--- config.mk ---
export PLATFORM = sky130hd
export DESIGN_NAME = eth_frame_send
export DESIGN_NICKNAME = d
export VERILOG_FILES = /design/src/rtl/eth_frame_send.sv
export SDC_FILE = /design/constraint.sdc
export NUM_CORES = 1
export LEC_CHECK = 0
export CAP_MARGIN = 0
export CORE_AREA = 2 2 134 136
export DETAILED_ROUTE_END_ITERATION = 16
export DIE_AREA = 0 0 136 138
export PLACE_DENSITY = 0.88
export SLEW_MARGIN = 30
export SYNTH_ARGS = -nofsm -noshare
export SYNTH_HDL_FRONTEND = slang
export SYNTH_SLANG_ARGS = --single-unit
--- constraint.sdc ---
create_clock -name clk -period 3 [get_ports clk]
set_input_delay 0.45 -clock clk [delete_from_list [all_inputs] [get_ports clk]]
set_output_delay 0.45 -clock clk [all_outputs]
set_load 0.02 [all_outputs]
--- src/rtl/eth_frame_send.sv ---
// eth_frame_send: byte-wide Ethernet II transmitter with streamed payload, zero padding and CRC-32 FCS.
// Define ETH_FRAME_SEND_VLAN_EN to add optional 802.1Q tag insertion (i_vlan_tci/i_vlan_en).
module eth_frame_send #(
    parameter int PREAMBLE_LEN = 7,
    parameter int MIN_PAYLOAD  = 46,
    parameter int MAX_PAYLOAD  = 1500,
    parameter int IFG_LEN      = 12
) (
    input  logic        clk,
    input  logic        rst_n,
    input  logic        i_start,
    output logic        o_ready,
    input  logic [47:0] i_dst_mac,
    input  logic [47:0] i_src_mac,
    input  logic [15:0] i_ether_type,
`ifdef ETH_FRAME_SEND_VLAN_EN
    input  logic [15:0] i_vlan_tci,
    input  logic        i_vlan_en,
`endif
    input  logic [7:0]  i_pl_data,
    input  logic        i_pl_valid,
    input  logic        i_pl_last,
    output logic        o_pl_ready,
    output logic [7:0]  o_data,
    output logic        o_tx_en,
    output logic        o_tx_er,
    output logic [31:0] o_crc32,
    output logic        o_done,
    output logic        o_trunc
);

    typedef enum logic [3:0] {
        S_IDLE, S_PRE, S_SFD, S_DST, S_SRC,
`ifdef ETH_FRAME_SEND_VLAN_EN
        S_VLAN,
`endif
        S_TYPE, S_PAY, S_PAD, S_FCS, S_IFG
    } state_t;

`ifdef ETH_FRAME_SEND_VLAN_EN
    localparam int HW = 144;
`else
    localparam int HW = 112;
`endif
    localparam logic [10:0] PRE_LAST = 11'(PREAMBLE_LEN - 1);
    localparam logic [10:0] MAX_CNT  = 11'(MAX_PAYLOAD);
    localparam logic [10:0] IFG_LAST = 11'(IFG_LEN);

    state_t        state_q, state_d, src_next;
    logic [10:0]   cnt_q, cnt_d, cnt_inc, min_eff;
    logic [HW-1:0] hdr_q, hdr_d, hdr_load;
    logic [31:0]   crc_q, crc_d;
    logic [7:0]    data_q, data_d;
    logic          tx_en_q, tx_en_d, tx_er_q, tx_er_d;
    logic          done_q, done_d, trunc_q, trunc_d;
    logic          hdr_sel, crc_en;

    function automatic logic [31:0] crc_byte(input logic [31:0] c, input logic [7:0] d);
        logic [31:0] r;
        r = c ^ {24'h0, d};
        for (int i = 0; i < 8; i++) r = r[0] ? (r >> 1) ^ 32'hEDB88320 : r >> 1;
        return r;
    endfunction

    // Header fields are flattened into one shift register; DST..TYPE just pop its top byte.
`ifdef ETH_FRAME_SEND_VLAN_EN
    logic vlan_q;
    assign hdr_load = i_vlan_en ? {i_dst_mac, i_src_mac, 16'h8100, i_vlan_tci, i_ether_type}
                                : {i_dst_mac, i_src_mac, i_ether_type, 32'h0};
    assign min_eff  = vlan_q ? 11'(MIN_PAYLOAD - 4) : 11'(MIN_PAYLOAD);
    assign src_next = vlan_q ? S_VLAN : S_TYPE;
    always_ff @(posedge clk or negedge rst_n) begin
        if (!rst_n)
            vlan_q <= 1'b0;
        else if (state_q == S_IDLE && i_start)
            vlan_q <= i_vlan_en;
    end
`else
    assign hdr_load = {i_dst_mac, i_src_mac, i_ether_type};
    assign min_eff  = 11'(MIN_PAYLOAD);
    assign src_next = S_TYPE;
`endif

    assign cnt_inc    = cnt_q + 11'd1;
    assign o_ready    = state_q == S_IDLE;
    assign o_pl_ready = state_q == S_PAY;
    assign o_data     = data_q;
    assign o_tx_en    = tx_en_q;
    assign o_tx_er    = tx_er_q;
    assign o_crc32    = crc_q;
    assign o_done     = done_q;
    assign o_trunc    = trunc_q;

    // Each cycle prepares the byte that appears on o_data after the next edge.
    always_comb begin
        state_d = state_q;
        cnt_d   = cnt_inc;
        hdr_d   = hdr_q;
        crc_d   = crc_q;
        data_d  = 8'h00;
        tx_en_d = 1'b0;
        tx_er_d = 1'b0;
        done_d  = 1'b0;
        trunc_d = 1'b0;
        hdr_sel = 1'b0;
        crc_en  = 1'b0;
        case (state_q)
            S_IDLE: begin
                cnt_d = 11'd1;
                if (i_start) begin
                    hdr_d   = hdr_load;
                    data_d  = 8'h55;
                    tx_en_d = 1'b1;
                    state_d = PREAMBLE_LEN == 1 ? S_SFD : S_PRE;
                end
            end
            S_PRE: begin
                data_d  = 8'h55;
                tx_en_d = 1'b1;
                if (cnt_q == PRE_LAST) state_d = S_SFD;
            end
            S_SFD: begin
                data_d  = 8'hD5;
                tx_en_d = 1'b1;
                crc_d   = '1;
                cnt_d   = '0;
                state_d = S_DST;
            end
            S_DST: begin
                hdr_sel = 1'b1;
                if (cnt_q == 11'd5) state_d = S_SRC;
            end
            S_SRC: begin
                hdr_sel = 1'b1;
                if (cnt_q == 11'd5) state_d = src_next;
            end
`ifdef ETH_FRAME_SEND_VLAN_EN
            S_VLAN: begin
                hdr_sel = 1'b1;
                if (cnt_q == 11'd3) state_d = S_TYPE;
            end
`endif
            S_TYPE: begin
                hdr_sel = 1'b1;
                if (cnt_q == 11'd1) state_d = S_PAY;
            end
            S_PAY: begin
                tx_en_d = 1'b1;
                if (!i_pl_valid) begin
                    tx_er_d = 1'b1;
                    cnt_d   = '0;
                    state_d = S_IFG;
                end else begin
                    data_d = i_pl_data;
                    crc_en = 1'b1;
                    if (i_pl_last || cnt_inc == MAX_CNT) begin
                        trunc_d = !i_pl_last;
                        state_d = cnt_inc < min_eff ? S_PAD : S_FCS;
                        cnt_d   = cnt_inc < min_eff ? cnt_inc : '0;
                    end
                end
            end
            S_PAD: begin
                tx_en_d = 1'b1;
                crc_en  = 1'b1;
                if (cnt_inc >= min_eff) begin
                    state_d = S_FCS;
                    cnt_d   = '0;
                end
            end
            S_FCS: begin
                tx_en_d = 1'b1;
                data_d  = ~crc_q[{cnt_q[1:0], 3'b000} +: 8];
                if (cnt_q == 11'd3) begin
                    state_d = S_IFG;
                    cnt_d   = '0;
                end
            end
            S_IFG: begin
                done_d = cnt_q == '0;
                if (cnt_q == IFG_LAST) begin
                    state_d = S_IDLE;
                    cnt_d   = '0;
                end
            end
            default: state_d = S_IDLE;
        endcase
        if (hdr_sel) begin
            data_d  = hdr_q[HW-1 -: 8];
            tx_en_d = 1'b1;
            hdr_d   = hdr_q << 8;
            crc_en  = 1'b1;
            if (state_d != state_q) cnt_d = '0;
        end
        if (crc_en) crc_d = crc_byte(crc_q, data_d);
    end

    always_ff @(posedge clk or negedge rst_n) begin
        if (!rst_n) begin
            state_q <= S_IDLE;
            cnt_q   <= '0;
            hdr_q   <= '0;
            crc_q   <= '0;
            data_q  <= '0;
            tx_en_q <= 1'b0;
            tx_er_q <= 1'b0;
            done_q  <= 1'b0;
            trunc_q <= 1'b0;
        end else begin
            state_q <= state_d;
            cnt_q   <= cnt_d;
            hdr_q   <= hdr_d;
            crc_q   <= crc_d;
            data_q  <= data_d;
            tx_en_q <= tx_en_d;
            tx_er_q <= tx_er_d;
            done_q  <= done_d;
            trunc_q <= trunc_d;
        end
    end

endmodule

**Yosys cells after proc, flatten, opt, wreduce, memory -nomap -nowiden**

Index checks and enable logic that the tools add are counted.
W data, S select, Z words.

- Register bits after elaboration: 171
- Bits of input ports: 125
- Output and inout port bits: 46
- Logic and storage cells: 100

- Add/sub/neg operators: 1
- Order comparisons: 2
- Eq/ne operators: 16
- Shift operators: 1
- Muxes and demuxes: 51
- Bitwise gates (word level): 10
- Reductions and logical operators: 10

Operators with widths:

| cell | count |
|---|---|
| $mux W112 | 3 |
| $mux W32 | 10 |
| $not A13 Y14 | 8 |
| $mux W11 | 8 |
| $pmux W11 S6 | 1 |
| $mux W4 | 11 |
| $pmux W4 S10 | 1 |
| $pmux W8 S5 | 1 |
| $shiftx A32 B6 Y8 | 1 |
| $xor A32 B8 Y32 | 1 |
| $eq A11 B3 Y1 const B | 2 |
| $eq A4 B3 Y1 const B | 4 |
| $mux W8 | 2 |
| $add A11 B1 Y11 const B | 1 |
| $eq A11 B1 Y1 const B | 1 |
| $eq A11 B11 Y1 const B | 1 |
| $eq A11 B2 Y1 const B | 1 |
| $eq A11 B4 Y1 const B | 1 |
| $ge A11 B6 Y1 const B | 1 |
| $logic_not A11 Y1 | 1 |
| $lt A11 B6 Y1 const B | 1 |
| $mux W1 | 11 |
| $eq A4 B2 Y1 const B | 2 |
| $eq A4 B4 Y1 const B | 2 |
| other kinds (12) | 15 |

**Logic depth before layout (Yosys ltp)**

Gate-level depths: netlist of run 1.

- Word-level depth: 22
- Depth in mapped cells: 12
- Depth with buffers taken out: 10

**Worst setup path before layout of run 1**

No wires, ideal clock.

- Path kind: register to register
- From: reg cnt_q[0]
- To: reg cnt_q[2]
- Library setup time: 0.146 ns
- Arrival: 2.551 ns
- Data required time: 2.854 ns
- Slack: 0.302 ns
- Stages on the path, launching flop included: 12
- Buffers on the path: 3
- Period minus slack after synthesis: 2.698 ns
- Cell sequence: dfrtp_1 > buf_4 > buf_6 > and2_1 > buf_2 > nand4_1 > xor2_1 > a211oi_1 > nor4b_1 > nor3_1 > mux2i_1 > nor3_1

- Word-level cells in the longest chain between the ends: 9
- Elaborated cells on any way between the ends: 31
- Classes of those cells: add/sub: 1; order compare: 2; eq/ne: 7; mux: 20; reduce/logical: 1

Ends and longest elaborated chain:

| what | line | RTL |
|---|---|---|
| from (decl) | 50 | `logic [10:0] cnt_q, cnt_d, cnt_inc, min_eff;` |
| from (signal assigned) | 211 | `cnt_q <= cnt_d;` |
| $add A11 B1 Y11 | 84 | `assign cnt_inc = cnt_q + 11'd1;` |
| $lt A11 B6 Y1 / $eq A11 B11 Y1 (equally long branches) | 158, 159, 156 |  |
| $mux W4 / $logic_or A1 B1 Y1 (equally long branches) | 158, 156 |  |
| $mux W4 | 156 | `if (i_pl_last \|\| cnt_inc == MAX_CNT) begin` |
| $mux W4 | 149 | `if (!i_pl_valid) begin` |
| $pmux W4 S10 | 107 | `case (state_q)` |
| $ne A4 B4 Y1 | 193 | `if (state_d != state_q) cnt_d = '0;` |
| $mux W11 | 193 |  |
| $mux W11 * | 188 | `if (hdr_sel) begin` |
| via cnt_d[2] | 50 |  |

Mark *: on every way through the listed nets, which the timed path passes. The rest lies on a longest branch.
A chain may end at the register's enable or synchronous reset.

**Worst setup path in the final report of run 1**

- From: reg state_q[1]
- To: reg crc_q[21], in the netlist o_crc32[21]

- Elaborated cells on any way between the ends: 31
- Classes of those cells: eq/ne: 8; mux: 14; bitwise: 6; reduce/logical: 3

RTL lines:

| what | line | RTL |
|---|---|---|
| from (decl) | 49 | `state_t state_q, state_d, src_next;` |
| from (signal assigned) | 210 | `state_q <= state_d;` |
| $eq A4 B3 Y1 / $eq A4 B2 Y1 (equally long branches) | 107 |  |
| $reduce_or A3 Y1 (no line) | - |  |
| $mux W1 | 107 |  |
| $mux W8 * | 188 |  |
| via data_d[4] | 53 | `logic [7:0] data_q, data_d;` |
| $xor A32 B8 Y32 * | 60 | `r = c ^ {24'h0, d};` |
| $mux W32 * (5 in a row) | 61 | `for (int i = 0; i < 8; i++) r = r[0] ? (r >> 1) ^ 32'hEDB88320 : r >> 1;` |
| $not A13 Y14 (no line) | - |  |
| $mux W32 * (2 in a row) | 61 |  |
| $not A13 Y14 (no line) | - |  |
| $mux W32 * | 61 |  |
| $mux W32 * | 195 | `if (crc_en) crc_d = crc_byte(crc_q, data_d);` |
| to (signal assigned) | 213 | `crc_q <= crc_d;` |
| to (decl) | 52 | `logic [31:0] crc_q, crc_d;` |

Marked as above.

==> results.py, run 1 <==
metrics = {
    "timing": {
        "min_period_ps": 2812,
        "setup_slack_ps": 188.5,
        "post-route-period-util_pct": 93.72,
        "fmax_mhz": 355.7,
        "relSlewSlack_pct": 49.72,
        "grt_setup_unrepaired": "false",
        "hold_violations": 0,
        "setup_tns_ps": 0,
        "setup_viol": 0,
        "skew_ps": 9.008,
        "worstMarginPinSlew_ps": 754.2,
        "slew_violations": 0,
    },
    "detailed_routing": {
        "m1WireLength_mm": 9.467,
        "drt_iter0_markers": 624,
        "top_layer": "met4",
        "wl_per_cell_um": 18.14,
        "drtPass1Iterations": 5,
        "wl_met3_mm": 2.081,
        "wirelength_mm": 23.65,
        "vias": 7497,
        "final_antenna_net_count": 0,
        "route.detailed.drc": 0,
        "viasPerCell": 5.749,
        "wl_met2_mm": 11.51,
    },
    "pwr": {
        "irDropWorstVdd_mv": 1.043,
        "p_per_area_nw_per_um2": 1403,
        "power_leakage_nw": 5.067,
    },
    "placement": {
        "place_congestion": 0.8885,
        "io_buffers": 170,
        "pre_cts_ws_ps": 60.46,
        "dpl.hpwl_mm": 16.58,
    },
    "synth": {
        "syn-num-nets": 1023,
        "ys_ff_latch": 171,
        "synth_edf_count": 0,
        "syn-cell-area_um2": 8800,
        "ys_seq_area_share_pct": 48.63,
        "ys.flop_type": "dfrtp_1",
        "async_reset_ff_share_pct": 100.0,
        "synth_cells": 892,
        "syn_area_per_cell_um2": 9.865,
        "yosys_warnings": 0,
        "synth_cell_types": 66,
    },
    "die": {
        "die_h_um": 138,
        "design.core.area_um2": 17530,
        "die_area_um2": 18770,
        "initial_utilization_pct": 50.19,
        "die-width_um": 136,
        "num_rows": 49,
        "ios": 171,
    },
    "setup_path": {
        "crit_top_cell": "a21oi_1",
        "r2r_start": "state_q[1]$_DFF_PN0_",
        "cp-end-kind": "register",
        "cp_max_fo": 9,
        "startpoint_type": "register",
        "worstPathRequired_ps": 3300,
        "crit_slowest_cell": "a221o_2",
        "cp.arrival_ps": 3110,
        "crit_family": "XOR/XNOR gates",
        "r2r_slack_ps": 190,
        "cp.buffers_inverters": 1,
        "crit_type": "register to register",
        "worstSetupStartpoint": "state_q[1]$_DFF_PN0_",
        "r2r-end": "o_crc32[21]$_DFFE_PN0P_",
        "crit_path_cell_trace": "buf_4 > nor3_1 > a21oi_1 > a221o_2 > xor2_4 > xnor2_4 > xnor3_1 > mux2i_1 > a21oi_1",
        "cpPeakStageDelay_ps": 420,
        "ff2ff_path_depth": 9,
    },
    "global_routing": {
        "grt_pass1_wl_mm": 39.12,
        "grt_pass1_vias": 7448,
        "track_usage_pct": 26.40,
        "grt_max_degree": 80,
        "gr-total-overflow": 0,
        "antenna_found_initial": 0,
    },
    "cts": {
        "cts_buffers": 17,
        "clockRootBuffer": "clkbuf_16",
        "cts_max_level": 4,
        "cts_tree": "built",
        "clock_latency_ps": 430,
        "clk_pin_slew_ps": 60,
        "clock_sinks": 171,
        "cts_buffer_depth": 2,
    },
    "cells_and_area": {
        "multiInputGateArea_um2": 4272,
        "fin_nets": 1194,
        "antenna_cells_inserted": 0,
        "drive_above_1_share_pct": 11.63,
        "seqCellArea_um2": 4279,
        "syn2layout_area_growth_pct": 30.56,
        "fill_cells": 1386,
    },
    "min_path": {
        "hold_depth": 2,
        "hp-start": "hdr_q[78]$_DFFE_PN0P_",
        "hp-class": "register to register",
        "whs_endpoint": "hdr_q[78]$_DFFE_PN0P_",
    },
    "outcome": {
        "status": "completed",
    },
    "job": {
        "cap_violations": 0,
    },
}
stage by stage:
stage               cells  hold WS, ps  instance area [um2]  utilization, %  power, mW
floorplan             892        154.4                 8800               -      11.17
global placement     1270        456.8                10910           62.20      13.60
detailed placement   1270        459.2                10910           62.20      13.93
CTS                  1302        479.0                11450           65.32      16.09
global route         1304        499.0                11490           65.52      17.32
finish               1304        478.0                11490           65.52      16.12
layer usage:
metal	vias up	GRT usage, %
met5	-	0
met1	3674	34.30
met3	48	8.287
met2	328	42.29
li1	3447	-
met4	0	8.279
flip-flops by register name, indices dropped and copies added (netlist names):
| register | count |
|---|---|
| hdr_q | 112 |
| state_q | 4 |
| o_crc32 | 32 |
| o_data | 8 |
| o_tx_er | 1 |
| o_tx_en | 1 |
| o_done | 1 |
| cnt_q | 11 |
| o_trunc | 1 |
how the worst max path moves through the flow:
stage | cells after the start | to | slack, ps
6_report | 9 | o_crc32[21]$_DFFE_PN0P_ | 190
5_1_grt | 9 | o_crc32[21]$_DFFE_PN0P_ | 8
4_1_cts | 8 | o_crc32[21]$_DFFE_PN0P_ | 50
3_5_place_dp | 9 | o_crc32[21]$_DFFE_PN0P_ | 60
3_3_place_gp | 9 | o_crc32[21]$_DFFE_PN0P_ | 180
2_1_floorplan | 11 | cnt_q[2]$_DFF_PN0_ | 300
logic make-up after synthesis:
group                      Yosys count  share of synthesized area [%]
muxes                               12                          2.502
DFF                                171                          48.63
xor gates and xnor gates            79                          10.75
adders and majority gates            6                         0.8531
buffers and inverters               72                          3.370
AOI/OAI and AO/OA                  204                          16.88
and+or+nand+nor                    348                          17.02
Yosys cell counts, types with 3 or more instances:
cell / n / area [um2]
nand2_1: 224 / 840.8
dfrtp_1: 171 / 4279
a22oi_1: 104 / 780.8
nor2_1: 56 / 210.2
clkbuf_1: 48 / 180.2
xnor2_1: 42 / 367.9
a21oi_1: 39 / 195.2
xor2_1: 19 / 166.4
nand3_1: 10 / 50.05
a22o_1: 8 / 70.07
inv_1: 8 / 30.03
mux4_2: 8 / 180.2
nand2b_1: 8 / 50.05
nor3_1: 8 / 40.04
o21ai_0: 8 / 40.04
xor2_4: 8 / 220.2
a221o_2: 7 / 78.83
and3_1: 6 / 37.54
buf_1: 6 / 22.52
buf_2: 6 / 30.03
ha_1: 6 / 75.07
nand4_1: 6 / 37.54
xnor2_2: 6 / 97.59
a2bb2oi_1: 5 / 43.79
nand3b_1: 5 / 37.54
nand4b_1: 5 / 43.79
o22a_1: 5 / 43.79
a21o_1: 4 / 30.03
mux2i_1: 4 / 40.04
a211oi_1: 3 / 22.52
a31oi_1: 3 / 18.77
nor4_1: 3 / 18.77
or3_1: 3 / 18.77
worst register-to-register path, stage by stage, from the launching register on:
cell and delay [ps]:
dfrtp_1 400, buf_4 180, nor3_1 310, a21oi_1 200, a221o_2 420, xor2_4 300, xnor2_4 220, xnor3_1 410
mux2i_1 160, a21oi_1 90
final cells by class:
cell class	instances	area share (%)
sequential	171	37.25
inverter	9	0.2941
multi-input combinational	649	37.18
clock buffer	18	3.823
clock inverter	13	0.8495
timing repair buffer	215	18.11
tap	229	2.494
report_power, final:
part	internal [mW]	leakage [nW]	switching, mW
registers	3.34	2.10	0.823
clock network	1.08	0.260	0.940
logic	4.52	2.71	5.41
what timing repair did:
item | in CTS | in global routing
setup endpoints to repair | 0 | 19
hold endpoints to repair | 2 | 0
gates resized for setup | 0 | 4
setup buffers | 0 | 2
hold buffers | 1 | 0
cells in the final DEF, fill, tap and decap left out, types with 10 or more instances in the layout:
cell             netlist  routed
a21oi_1               39      38
a22oi_1              104     104
buf_4                  1      41
clkbuf_16              0      17
clkdlybuf4s50_1        0     169
dfrtp_1              171     171
nand2_1              224     224
nand3_1               10      10
nor2_1                56      55
xnor2_1               42      42
xor2_1                19      19
(Power assumes the default switching activity.)
==> run 2, diff against run 1 <==
--- a/config.mk
+++ b/config.mk
@@ -9,8 +9,8 @@
 export CORE_AREA = 2 2 134 136
 export DETAILED_ROUTE_END_ITERATION = 16
 export DIE_AREA = 0 0 136 138
+export MAX_ROUTING_LAYER = met4
 export PLACE_DENSITY = 0.88
-export SLEW_MARGIN = 30
 export SYNTH_ARGS = -nofsm -noshare
 export SYNTH_HDL_FRONTEND = slang
 export SYNTH_SLANG_ARGS = --single-unit
==> run 2 against run 1 <==
  * Register-to-register slack worse by 50 ps
  * Hold slack worse by 1.7 ps
  * Critical path depth is 1 higher
  * Cell area is 0.39% higher
  * Routed wire length is 0.97% higher
  * Sequential share of layout area is 0.15 points lower
  * Critical endpoint unchanged
==> results.py, run 2 (synthesized netlist as in run 1, its figures left out) <==
metrics = {
    "timing": {
        "relSlewSlack_pct": 56.17,
        "hold_violations": 0,
        "worstMarginPinSlew_ps": 657.5,
        "slew_violations": 0,
        "grt_setup_unrepaired": "false",
        "setup_viol": 0,
        "setup_slack_ps": 135.6,
        "min_period_ps": 2864,
        "setup_tns_ps": 0,
        "post-route-period-util_pct": 95.48,
        "fmax_mhz": 349.1,
        "skew_ps": 9.145,
    },
    "pwr": {
        "p_per_area_nw_per_um2": 1419,
        "irDropWorstVdd_mv": 1.120,
        "total_power_mw": 16.37,
        "power_leakage_nw": 5.089,
    },
    "min_path": {
        "hp-class": "register to register",
    },
    "cells_and_area": {
        "final_cell_mix": "nand2_1, dfrtp_1, clkdlybuf4s50_1, a22oi_1, nor2_1",
        "utilization_pct": 65.78,
        "fin_nets": 1194,
        "instances_no_fill": 1304,
        "largest_reg_flops": 112,
        "top_register": "hdr_q",
        "drive_above_1_share_pct": 11.35,
        "antenna_cells_inserted": 0,
        "syn2layout_area_growth_pct": 31.07,
        "final_common_cell": "nand2_1",
    },
    "setup_path": {
        "crit_end": "o_crc32[21]$_DFFE_PN0P_",
        "worstPathRequired_ps": 3300,
        "cp-end-kind": "register",
        "startpoint_type": "register",
        "cp.arrival_ps": 3160,
        "worstSetupStartpoint": "state_q[0]$_DFF_PN0_",
        "r2r_slack_ps": 140,
        "cp_max_fo": 11,
        "crit_type": "register to register",
        "ff2ff_path_depth": 10,
        "r2r_start": "state_q[0]$_DFF_PN0_",
        "r2r-end": "o_crc32[21]$_DFFE_PN0P_",
    },
    "detailed_routing": {
        "final_antenna_net_count": 0,
        "route.detailed.drc": 0,
        "wl_per_cell_um": 18.32,
        "viasPerCell": 5.746,
        "wirelength_mm": 23.88,
        "drtPass1Iterations": 5,
        "vias": 7493,
        "drt_iter0_markers": 575,
    },
    "cts": {
        "cts_tree": "built",
        "postCtsSetupRepairBufs": 0,
        "clock_latency_ps": 430,
        "cts_buffers": 17,
        "cts_buffer_depth": 2,
        "clk_pin_slew_ps": 70,
        "clockRootBuffer": "clkbuf_16",
        "clock_sinks": 171,
        "cts_max_level": 4,
    },
    "global_routing": {
        "grt_max_degree": 82,
        "grt_pass1_vias": 7483,
        "top_usage_layer": "met2",
        "met3_usage_pct": 7.664,
        "met2_usage_pct": 40.81,
        "grt_pass1_wl_mm": 38.92,
        "antenna_found_initial": 0,
        "grt_use_met1_pct": 34.86,
        "gr-total-overflow": 0,
        "track_usage_pct": 27.13,
    },
    "die": {
        "design.core.area_um2": 17530,
        "die-width_um": 136,
        "die_area_um2": 18770,
        "initial_utilization_pct": 50.19,
        "die_h_um": 138,
        "ios": 171,
        "num_rows": 49,
    },
    "placement": {
        "place_congestion": 0.9016,
        "place_inst": 1272,
        "io_buffers": 170,
        "dpl.hpwl_mm": 16.44,
        "pre_cts_ws_ps": 140.4,
    },
    "outcome": {
        "status": "completed",
    },
    "job": {
        "cap_violations": 0,
    },
}
## run 2: layout make-up
type / instances / area, um2
Timing Repair Buffer: 215 / 2106
Multi-Input combinational cell: 649 / 4260
Clock buffer: 20 / 456.7
Inverter: 9 / 33.78
Clock inverter: 11 / 111.4
Sequential cell: 171 / 4279
Fill cell: 1335 / 6001
Tap cell: 229 / 286.5
## run 2: layer usage
layer  part of all wire, %  wire length, um  vias up
met5                     0                0        -
met1                    41             9909     3671
met4                   3.1              750        0
met2                    47            11280      324
met3                   8.1             1944       51
li1                      -                -     3447
## run 2: repair_timing
action                                  in CTS  in global routing
endpoints found under the setup margin       0                  7
endpoints found under the hold margin       38                  0
gates resized for setup                      0                  2
hold buffers                                 1                  0
## run 2: critical path, cell delays in order, from the launching register on
cell and delay, ps:
dfrtp_1 550, nor2_2 110, nand3_2 130, inv_2 50
and2_4 200, a221o_2 460, xor2_4 350, xnor2_2 220
xnor3_1 300, mux2i_1 230, a21oi_1 120
## run 2: how the worst min path moves through the flow
stage / startpoint / to / slack [ps] / cells past startpoint
after floorplan: rst_n / cnt_q[0]$_DFF_PN0_ / 150 / 0
after global placement: rst_n / cnt_q[9]$_DFF_PN0_ / 390 / 1
after detailed placement: rst_n / cnt_q[9]$_DFF_PN0_ / 390 / 1
after CTS: hdr_q[58]$_DFFE_PN0P_ / hdr_q[58]$_DFFE_PN0P_ / 480 / 2
after global routing: hdr_q[11]$_DFFE_PN0P_ / hdr_q[11]$_DFFE_PN0P_ / 510 / 2
final: hdr_q[89]$_DFFE_PN0P_ / hdr_q[89]$_DFFE_PN0P_ / 480 / 2
## run 2: power breakdown
part           switching, mW  total [mW]  internal [mW]
sequential             0.829        4.17           3.34
clock                  0.969        2.17           1.20
combinational           5.47        10.0           4.56
## run 2: per-stage QoR
stage | hold WS, ps | area, um2
after floorplan | 154.4 | 8800
after global placement | 391.3 | 10950
after detailed placement | 391.4 | 10950
after CTS | 481.4 | 11520
after global routing | 505.6 | 11530
final | 476.2 | 11530
